==> src/rtl/matrix_vector_writer_if.sv <==
// Request and element-write bus between a vector producer, matrix_vector_writer and a matrix write port.
// Ports: vec_in/vec_index/vec_is_col/vec_valid come from the requester, and vec_ready goes back to it.
//        write_row_addr/write_col_addr/write_data/write_ready drive the matrix. busy/done/err report status.
interface matrix_vector_writer_if #(
    parameter int unsigned NUM_ROWS    = 3,
    parameter int unsigned NUM_COLS    = 3,
    parameter int unsigned SCALAR_BITS = 32
);
    localparam int unsigned ROW_AW   = (NUM_ROWS > 1) ? $clog2(NUM_ROWS) : 1;
    localparam int unsigned COL_AW   = (NUM_COLS > 1) ? $clog2(NUM_COLS) : 1;
    localparam int unsigned MAX_LEN  = (NUM_ROWS > NUM_COLS) ? NUM_ROWS : NUM_COLS;
    localparam int unsigned VEC_BITS = MAX_LEN * SCALAR_BITS;
    localparam int unsigned IDX_W    = (ROW_AW > COL_AW) ? ROW_AW : COL_AW;

    logic [VEC_BITS-1:0]    vec_in;
    logic [IDX_W-1:0]       vec_index;
    logic                   vec_is_col;
    logic                   vec_valid;
    logic                   vec_ready;
    logic [ROW_AW-1:0]      write_row_addr;
    logic [COL_AW-1:0]      write_col_addr;
    logic [SCALAR_BITS-1:0] write_data;
    logic                   write_ready;
    logic                   busy;
    logic                   done;
    logic                   err;

    // Requester side
    modport master (
        output vec_in, vec_index, vec_is_col, vec_valid,
        input  vec_ready, write_row_addr, write_col_addr, write_data, write_ready,
        input  busy, done, err
    );

    // Writer side
    modport slave (
        input  vec_in, vec_index, vec_is_col, vec_valid,
        output vec_ready, write_row_addr, write_col_addr, write_data, write_ready,
        output busy, done, err
    );
endinterface

==> src/rtl/matrix_vector_writer.sv <==
// Serializes an accepted packed vector into one matrix element write per cycle, targeting a full row or a full column.
// Latency: the first write strobe comes on the cycle after the accept. A transfer is LEN back-to-back strobes, then one idle cycle.
// Backpressure: vec_ready drops for the whole transfer. The matrix side cannot stall, so every strobe is a committed write.
// Ports: clk, rst (synchronous, active-high), bus (slave modport of matrix_vector_writer_if).
module matrix_vector_writer #(
    parameter int unsigned NUM_ROWS    = 3,
    parameter int unsigned NUM_COLS    = 3,
    parameter int unsigned SCALAR_BITS = 32
) (
    input  logic                  clk,
    input  logic                  rst,
    matrix_vector_writer_if.slave bus
);
    localparam int unsigned ROW_AW   = (NUM_ROWS > 1) ? $clog2(NUM_ROWS) : 1;
    localparam int unsigned COL_AW   = (NUM_COLS > 1) ? $clog2(NUM_COLS) : 1;
    localparam int unsigned MAX_LEN  = (NUM_ROWS > NUM_COLS) ? NUM_ROWS : NUM_COLS;
    localparam int unsigned VEC_BITS = MAX_LEN * SCALAR_BITS;
    localparam int unsigned IDX_W    = (ROW_AW > COL_AW) ? ROW_AW : COL_AW;

    typedef enum logic {IDLE, WRITE} state_t;

    state_t                 state_q, state_d;
    logic [IDX_W-1:0]       k_q, k_d;          // index of the element currently on the write port
    logic [VEC_BITS-1:0]    vec_q, vec_d;
    logic [IDX_W-1:0]       idx_q, idx_d;
    logic                   is_col_q, is_col_d;
    logic                   vec_ready_q, vec_ready_d;
    logic                   write_ready_q, write_ready_d;
    logic [ROW_AW-1:0]      row_addr_q, row_addr_d;
    logic [COL_AW-1:0]      col_addr_q, col_addr_d;
    logic [SCALAR_BITS-1:0] data_q, data_d;
    logic                   busy_q, busy_d;
    logic                   done_q, done_d;
    logic                   err_q, err_d;

    logic [SCALAR_BITS-1:0] elem_q [MAX_LEN];
    logic [IDX_W-1:0]       k_next;
    int unsigned            len_cur;
    int unsigned            len_in;
    logic                   in_range;

    always_comb begin
        for (int i = 0; i < int'(MAX_LEN); i++) begin
            elem_q[i] = vec_q[i*SCALAR_BITS +: SCALAR_BITS];
        end
    end

    always_comb begin
        state_d       = state_q;
        k_d           = k_q;
        vec_d         = vec_q;
        idx_d         = idx_q;
        is_col_d      = is_col_q;
        vec_ready_d   = vec_ready_q;
        write_ready_d = 1'b0;
        row_addr_d    = row_addr_q;
        col_addr_d    = col_addr_q;
        data_d        = data_q;
        busy_d        = busy_q;
        done_d        = 1'b0;
        err_d         = 1'b0;

        k_next   = k_q + IDX_W'(1);
        len_cur  = is_col_q ? NUM_ROWS : NUM_COLS;
        len_in   = bus.vec_is_col ? NUM_ROWS : NUM_COLS;
        // A column index addresses NUM_COLS columns. A row index addresses NUM_ROWS rows.
        in_range = bus.vec_is_col ? (32'(bus.vec_index) < NUM_COLS)
                                  : (32'(bus.vec_index) < NUM_ROWS);

        case (state_q)
            IDLE: begin
                vec_ready_d = 1'b1;
                busy_d      = 1'b0;
                if (bus.vec_valid && vec_ready_q) begin
                    if (!in_range) begin
                        err_d = 1'b1;
                    end else begin
                        // Present element 0 straight from the input, so the first strobe lands right after the accept.
                        state_d       = WRITE;
                        k_d           = '0;
                        vec_d         = bus.vec_in;
                        idx_d         = bus.vec_index;
                        is_col_d      = bus.vec_is_col;
                        vec_ready_d   = 1'b0;
                        busy_d        = 1'b1;
                        write_ready_d = 1'b1;
                        data_d        = bus.vec_in[SCALAR_BITS-1:0];
                        row_addr_d    = bus.vec_is_col ? '0 : ROW_AW'(bus.vec_index);
                        col_addr_d    = bus.vec_is_col ? COL_AW'(bus.vec_index) : '0;
                        done_d        = (len_in == 32'd1);
                    end
                end
            end
            WRITE: begin
                if (32'(k_q) == len_cur - 32'd1) begin
                    state_d     = IDLE;
                    vec_ready_d = 1'b1;
                    busy_d      = 1'b0;
                end else begin
                    k_d           = k_next;
                    write_ready_d = 1'b1;
                    data_d        = elem_q[k_next];
                    row_addr_d    = is_col_q ? ROW_AW'(k_next) : ROW_AW'(idx_q);
                    col_addr_d    = is_col_q ? COL_AW'(idx_q) : COL_AW'(k_next);
                    done_d        = (32'(k_next) == len_cur - 32'd1);
                end
            end
            default: state_d = IDLE;
        endcase
    end

    always_ff @(posedge clk) begin
        if (rst) begin
            state_q       <= IDLE;
            k_q           <= '0;
            vec_q         <= '0;
            idx_q         <= '0;
            is_col_q      <= 1'b0;
            vec_ready_q   <= 1'b0;
            write_ready_q <= 1'b0;
            row_addr_q    <= '0;
            col_addr_q    <= '0;
            data_q        <= '0;
            busy_q        <= 1'b0;
            done_q        <= 1'b0;
            err_q         <= 1'b0;
        end else begin
            state_q       <= state_d;
            k_q           <= k_d;
            vec_q         <= vec_d;
            idx_q         <= idx_d;
            is_col_q      <= is_col_d;
            vec_ready_q   <= vec_ready_d;
            write_ready_q <= write_ready_d;
            row_addr_q    <= row_addr_d;
            col_addr_q    <= col_addr_d;
            data_q        <= data_d;
            busy_q        <= busy_d;
            done_q        <= done_d;
            err_q         <= err_d;
        end
    end

    assign bus.vec_ready      = vec_ready_q;
    assign bus.write_ready    = write_ready_q;
    assign bus.write_row_addr = row_addr_q;
    assign bus.write_col_addr = col_addr_q;
    assign bus.write_data     = data_q;
    assign bus.busy           = busy_q;
    assign bus.done           = done_q;
    assign bus.err            = err_q;
endmodule

==> src/flat_wrapper.sv <==
// flat-port wrapper written by rule: the top's interface ports become plain ports
module matrix_vector_writer_flat 
#(
    parameter int unsigned NUM_ROWS    = 3,
    parameter int unsigned NUM_COLS    = 3,
    parameter int unsigned SCALAR_BITS = 32
)
  (clk, rst, bus_vec_in, bus_vec_index, bus_vec_is_col, bus_vec_valid, bus_vec_ready, bus_write_row_addr, bus_write_col_addr, bus_write_data, bus_write_ready, bus_busy, bus_done, bus_err);
  matrix_vector_writer_if #(.NUM_ROWS(NUM_ROWS), .NUM_COLS(NUM_COLS), .SCALAR_BITS(SCALAR_BITS)) bus_i ();
  input  logic clk;
  input  logic rst;
  input wire logic [$bits(bus_i.vec_in)-1:0] bus_vec_in;
  input wire logic [$bits(bus_i.vec_index)-1:0] bus_vec_index;
  input wire logic [$bits(bus_i.vec_is_col)-1:0] bus_vec_is_col;
  input wire logic [$bits(bus_i.vec_valid)-1:0] bus_vec_valid;
  output wire logic [$bits(bus_i.vec_ready)-1:0] bus_vec_ready;
  output wire logic [$bits(bus_i.write_row_addr)-1:0] bus_write_row_addr;
  output wire logic [$bits(bus_i.write_col_addr)-1:0] bus_write_col_addr;
  output wire logic [$bits(bus_i.write_data)-1:0] bus_write_data;
  output wire logic [$bits(bus_i.write_ready)-1:0] bus_write_ready;
  output wire logic [$bits(bus_i.busy)-1:0] bus_busy;
  output wire logic [$bits(bus_i.done)-1:0] bus_done;
  output wire logic [$bits(bus_i.err)-1:0] bus_err;
  assign bus_i.vec_in = bus_vec_in;
  assign bus_i.vec_index = bus_vec_index;
  assign bus_i.vec_is_col = bus_vec_is_col;
  assign bus_i.vec_valid = bus_vec_valid;
  assign bus_vec_ready = bus_i.vec_ready;
  assign bus_write_row_addr = bus_i.write_row_addr;
  assign bus_write_col_addr = bus_i.write_col_addr;
  assign bus_write_data = bus_i.write_data;
  assign bus_write_ready = bus_i.write_ready;
  assign bus_busy = bus_i.busy;
  assign bus_done = bus_i.done;
  assign bus_err = bus_i.err;
  matrix_vector_writer #(.NUM_ROWS(NUM_ROWS), .NUM_COLS(NUM_COLS), .SCALAR_BITS(SCALAR_BITS)) u_core (.clk(clk), .rst(rst), .bus(bus_i));
endmodule
==> config.mk <==
export PLATFORM = sky130hd
export DESIGN_NAME = matrix_vector_writer_flat
export DESIGN_NICKNAME = d
export VERILOG_FILES = /design/src/rtl/matrix_vector_writer_if.sv /design/src/rtl/matrix_vector_writer.sv /design/src/flat_wrapper.sv
export SDC_FILE = /design/constraint.sdc
export NUM_CORES = 1
export LEC_CHECK = 0
export CAP_MARGIN = 0
export CORE_ASPECT_RATIO = 1.75
export CORE_UTILIZATION = 40
export DETAILED_ROUTE_END_ITERATION = 6
export PLACE_DENSITY = 0.62
export SETUP_SLACK_MARGIN = 0.15
export SYNTH_ARGS = -nofsm -noshare
export SYNTH_HDL_FRONTEND = slang
export SYNTH_SLANG_ARGS = --single-unit
==> constraint.sdc <==
create_clock -name clk -period 2.38 [get_ports clk]
set_clock_uncertainty 0.05 [all_clocks]
set_input_delay 0.238 -clock clk [delete_from_list [all_inputs] [get_ports clk]]
set_output_delay 0.238 -clock clk [all_outputs]
set_load 0.02 [all_outputs]
### Word level (Yosys, flattened, before mapping)

Cells that the tools add are included.

* bits in registers: 142
* input bits: 102

* eq/ne operators: 6
* mux-type cells: 35
* $add $sub $neg: 1
* reductions and logical operators: 4
* $lt $le $gt $ge: 2
* bitwise logic cells: 3

Operators with widths (number)
* 32-bit two-way mux: 5
* 32-bit binary-select mux with 2-bit select: 1
* 32-bit case mux with 2 select lines: 1
* 2-bit two-way mux: 13
* 2-bit case mux with 2 select lines: 3
* 1-bit two-way mux: 8
* 1-bit case mux with 2 select lines: 4
* 3-bit AND reduction: 2
* 2-bit equality test (second input constant): 2
* 2-bit by 1-bit inequality test with 1-bit output (second input constant): 2
* 2-bit inequality test (second input constant): 2
* 3-bit >= comparator (second input constant): 1
* 2-bit inverter with 3-bit output: 1
* 3-bit OR reduction: 1
* 2-bit by 1-bit adder with 2-bit output (second input constant): 1
* 2-bit less-than comparator (second input constant): 1
* 1-bit inverter: 2
* 1-bit logical AND: 1

### Depth between registers and ports, before layout

* word-level depth: 7
* depth in mapped cells: 8
* gate-level depth less buffers: 5

### Least setup slack after synthesis

No wires, ideal clock.

* path kind: flip-flop to flip-flop
* start: register u_core.k_q[0]
* end: register u_core.data_q[18] (netlist: u_core.bus.write_data[18])
* arrival: 1.572 ns
* slack: 0.619 ns
* stages on the path, launching flop included: 9
* data required time: 2.190 ns
* library setup time: 0.140 ns
* cell sequence: dfxtp_1 inv_1 ha_1 buf_4 nor2b_1 buf_2 buf_4 a31oi_1 a311oi_2

* cells in the longest elaborated chain, start to end: 7

RTL lines
* from (decl): RTL line matrix_vector_writer.sv:23 `logic [IDX_W-1:0] k_q, k_d;`
* from (signal assigned): RTL line matrix_vector_writer.sv:129 `k_q <= k_d;`
* 2-bit by 1-bit adder with 2-bit output: RTL line matrix_vector_writer.sv:63 `k_next = k_q + IDX_W'(1);`
* 2-bit inverter with 3-bit output (implied by the code): RTL line matrix_vector_writer.sv:102 `data_d = elem_q[k_next];`
* 32-bit binary-select mux with 2-bit select: RTL line matrix_vector_writer.sv:102
* 32-bit two-way mux (implied by the code) (2 in series): RTL line matrix_vector_writer.sv:102
* 32-bit two-way mux: RTL line matrix_vector_writer.sv:95 `if (32'(k_q) == len_cur - 32'd1) begin`
* 32-bit case mux with 2 select lines: RTL line matrix_vector_writer.sv:70 `case (state_q)`
* to (signal assigned): RTL line matrix_vector_writer.sv:137 `data_q <= data_d;`
* to (decl): RTL line matrix_vector_writer.sv:31 `logic [SCALAR_BITS-1:0] data_q, data_d;`

Parallel ways exist; a longest one is shown, timed or not. The select of a mux whose other input is x is not followed.
A chain may end at the register's enable or synchronous reset.

==> results.yml <==
critical_path:
  path_cells: "buf_4 > clkdlybuf4s50_1"
  worst_r2r_endpoint: "u_core.bus.write_data[22]"
  worstPathRequired_ns: 2.09
  critical_path_class: "reg2out"
  r2r_slack_ns: 0.38
  r2r-start: "u_core.k_q[0]"
  critPathSlowestCell: "clkdlybuf4s50_1"
  ff2ff_path_depth: 6
  max_stage_delay_ns: 0.61
  cp-end-kind: "output pin"
  crit_family: "buffers and inverters"
  arrival_ns: 1.74
  critPathLaunchType: "register"
  crit_buf_inv: 2
  crit_fanout: 16
synthesis:
  synth_top_family_by_area: "compound AO/OA/AOI/OAI gates"
  synth_area_leaders: "dfxtp_1, a21oi_1, nand3_1, o21ai_0, mux2_2"
  synth_compound_area_share_pct: 28.7
  synthAdderAreaFrac_pct: 0.378
  ys_seq_area_share_pct: 43.0
  synth_edf_count: 0
  syn_nets: 880
  synthSimpleGateAreaFrac_pct: 14.8
  synthDistinctLibCells: 32
  syn_area_per_cell_um2: 8.53
  synthXorXnorAreaFrac_pct: 0
  netlist_area_um2: 6620
  yosysTopAreaCell: "dfxtp_1"
  synthArstFlopShare_pct: 0
  syn_inst: 776
  muxShareOfSynthArea_pct: 5.45
  synth_top_area_share_pct: 43.0
  ys_warn_count: 0
  synth-seq-cells: 142
  synthFlopType: "dfxtp_1"
grt:
  grt_usage_pct: 23.4
  antenna_found_initial: 0
  grt_pass1_wl_um: 31800
  grt_max_degree: 61
  grt_overflow: 0
  first_global_vias: 6324
pwr:
  max-vdd-ir-drop_mv: 0.373
  power_density_nw_per_um2: 737
  leakage_uw: 0.00290
placement:
  detailed_place.area_um2: 8110
  io_buffers: 142
  place_congestion: 0.808
  place_hpwl_um: 12800
detailed_routing:
  first_iter_violations: 460
  drc: 0
  routed_wl_um: 20000
  via_count: 6406
  wire_per_inst_um: 18.7
  drt-vias-per-instance: 6.00
  antenna_left: 0
  dr.pass1.iters: 5
clock_network:
  cts_setup_buffers: 0
  cts_buffer_depth: 2
  numCtsBuffers: 17
  htree_levels: 4
  cts.clk_slew.worst_paths_ns: 0.06
  cts_hold_buf: 0
  cts-resized-gates: 0
  cts.sinks: 142
  clockRootBuffer: "clkbuf_16"
  cts_tree: "done"
  clk-insertion-delay-late_ns: 0.41
hold_path:
  worstHoldPathType: "in2reg"
  whs_path_depth: 2
  min_to: "u_core.vec_q[78]"
  worstHoldStart: "rst"
cells_and_area:
  utilization_pct: 54.2
  fillers: 1479
  final_area_um2: 8690
  nets: 970
  antennaDiodeCount: 0
  area_delta_synth_final_pct: 31.3
  final_layout_size_suffix_gt1_share_pct: 12.2
die:
  fp.dieW_um: 99.2
  boundaryPins: 143
  die_h_um: 172
  start_util_pct: 41.3
  core-area_um2: 16000
  dieArea_um2: 17100
  row_count: 61
sta:
  fin_crit_ns: 2.03
  max_slew_margin_pct: 66.4
  fin_setup_tns_ns: 0
  tightestPinTransition_ns: 0.504
  rsz0062_at_grt: "no"
  hold_viol_final: 0
  fin_crit_sh_pct: 85.2
  slew_violations: 0
  fmax_mhz: 493
  finalSetupViolCount: 0
flow_run:
  max_cap_violations: 0
status:
  status: "complete, no violations"
==> sequential cells by signal, indices dropped and copies added (netlist names) <==
| signal | cells |
|---|---|
| u_core.bus.done | 1 |
| u_core.bus.busy | 1 |
| u_core.bus.vec_ready | 1 |
| u_core.idx_q | 2 |
| u_core.k_q | 2 |
| u_core.bus.write_row_addr | 2 |
| u_core.state_q | 1 |
| u_core.bus.err | 1 |
| u_core.bus.write_data | 32 |
| u_core.is_col_q | 1 |
| u_core.vec_q | 96 |
| u_core.bus.write_col_addr | 2 |
==> cell families after synthesis <==
group                    count (synthesis)
AO/OA/AOI/OAI                          312
adder cells (fa/ha/maj)                  2
buffers and inverters                   99
flip-flops                             142
multiplexers                            32
AND/OR/NAND/NOR                        189
==> per-stage QoR <==
stage	power, uW	setup slack, ns	std cells	hold slack (ns)
final	6410	0.351	1068	0.257
after global routing	6650	0.236	1068	0.255
after CTS	6440	0.355	1068	0.237
after detailed placement	3880	0.375	1036	0.414
after global placement	3860	0.427	1036	0.406
after floorplan	3360	0.619	776	0.336
==> cells in the mapped netlist (5+ instances only) <==
master	count
dfxtp_1	142
a31oi_1	31
a21oi_1	103
a311oi_1	28
a311oi_2	8
clkbuf_1	40
nand3_1	99
buf_1	5
mux2_2	32
buf_4	15
nor2_1	5
nor2b_1	33
a211oi_1	37
buf_6	6
nand2_1	35
buf_2	30
o21ai_0	95
==> final cells by class <==
type | count | area (um2) | area share, %
clock buffer | 20 | 467 | 5.37
clock inverter | 12 | 110 | 1.27
inverter | 3 | 11.3 | 0.130
multi-input combinational | 535 | 3290 | 37.8
sequential | 142 | 2840 | 32.7
tap | 189 | 236 | 2.72
timing repair buffer | 167 | 1730 | 19.9
==> worst max path at each step <==
stage	from	to	depth (start not counted)
floorplan	u_core.k_q[0]	u_core.bus.write_data[18]	8
global placement	u_core.k_q[0]	u_core.bus.write_data[22]	6
detailed placement	u_core.k_q[0]	u_core.bus.write_data[22]	6
CTS	u_core.state_q	bus_write_ready	2
global route	u_core.k_q[0]	u_core.bus.write_data[4]	6
finish	u_core.state_q	bus_write_ready	2
==> layout by cell type (no fill, tap or decap), types with 2 or more instances in the layout <==
| cell type | n |
|---|---|
| a211oi_1 | 37 |
| a21oi_1 | 103 |
| a311oi_1 | 28 |
| a311oi_2 | 8 |
| a31oi_1 | 31 |
| and2_1 | 2 |
| buf_12 | 10 |
| buf_4 | 16 |
| clkbuf_16 | 17 |
| clkbuf_8 | 3 |
| clkdlybuf4s50_1 | 141 |
| clkinv_2 | 3 |
| clkinvlp_4 | 4 |
| dfxtp_1 | 141 |
| inv_1 | 3 |
| inv_6 | 3 |
| mux2_2 | 32 |
| nand2_1 | 34 |
| nand2b_1 | 3 |
| nand3_1 | 99 |
| nand3b_1 | 2 |
| nor2_1 | 5 |
| nor2b_1 | 32 |
| nor3_1 | 3 |
| o211ai_1 | 4 |
| o21ai_0 | 95 |
| o21ai_1 | 4 |
| or3_1 | 2 |
==> per-layer routing <==
metal	share of wire (%)	vias to the layer above	GRT usage (%)
li1	-	3046	-
met1	41	3098	28.0
met2	52	230	41.7
met3	5.1	32	3.52
met4	2.2	0	9.40
met5	0	-	0
==> where the power goes <==
group	total, uW	leakage (uW)	switching [uW]	internal (uW)
sequential	2630	0.00116	97.6	2530
clock	2570	0.000275	1040	1530
combinational	1210	0.00147	652	558
total	6410	0.00290	1790	4620
Note: power is estimated with default switching activity, not from simulation.
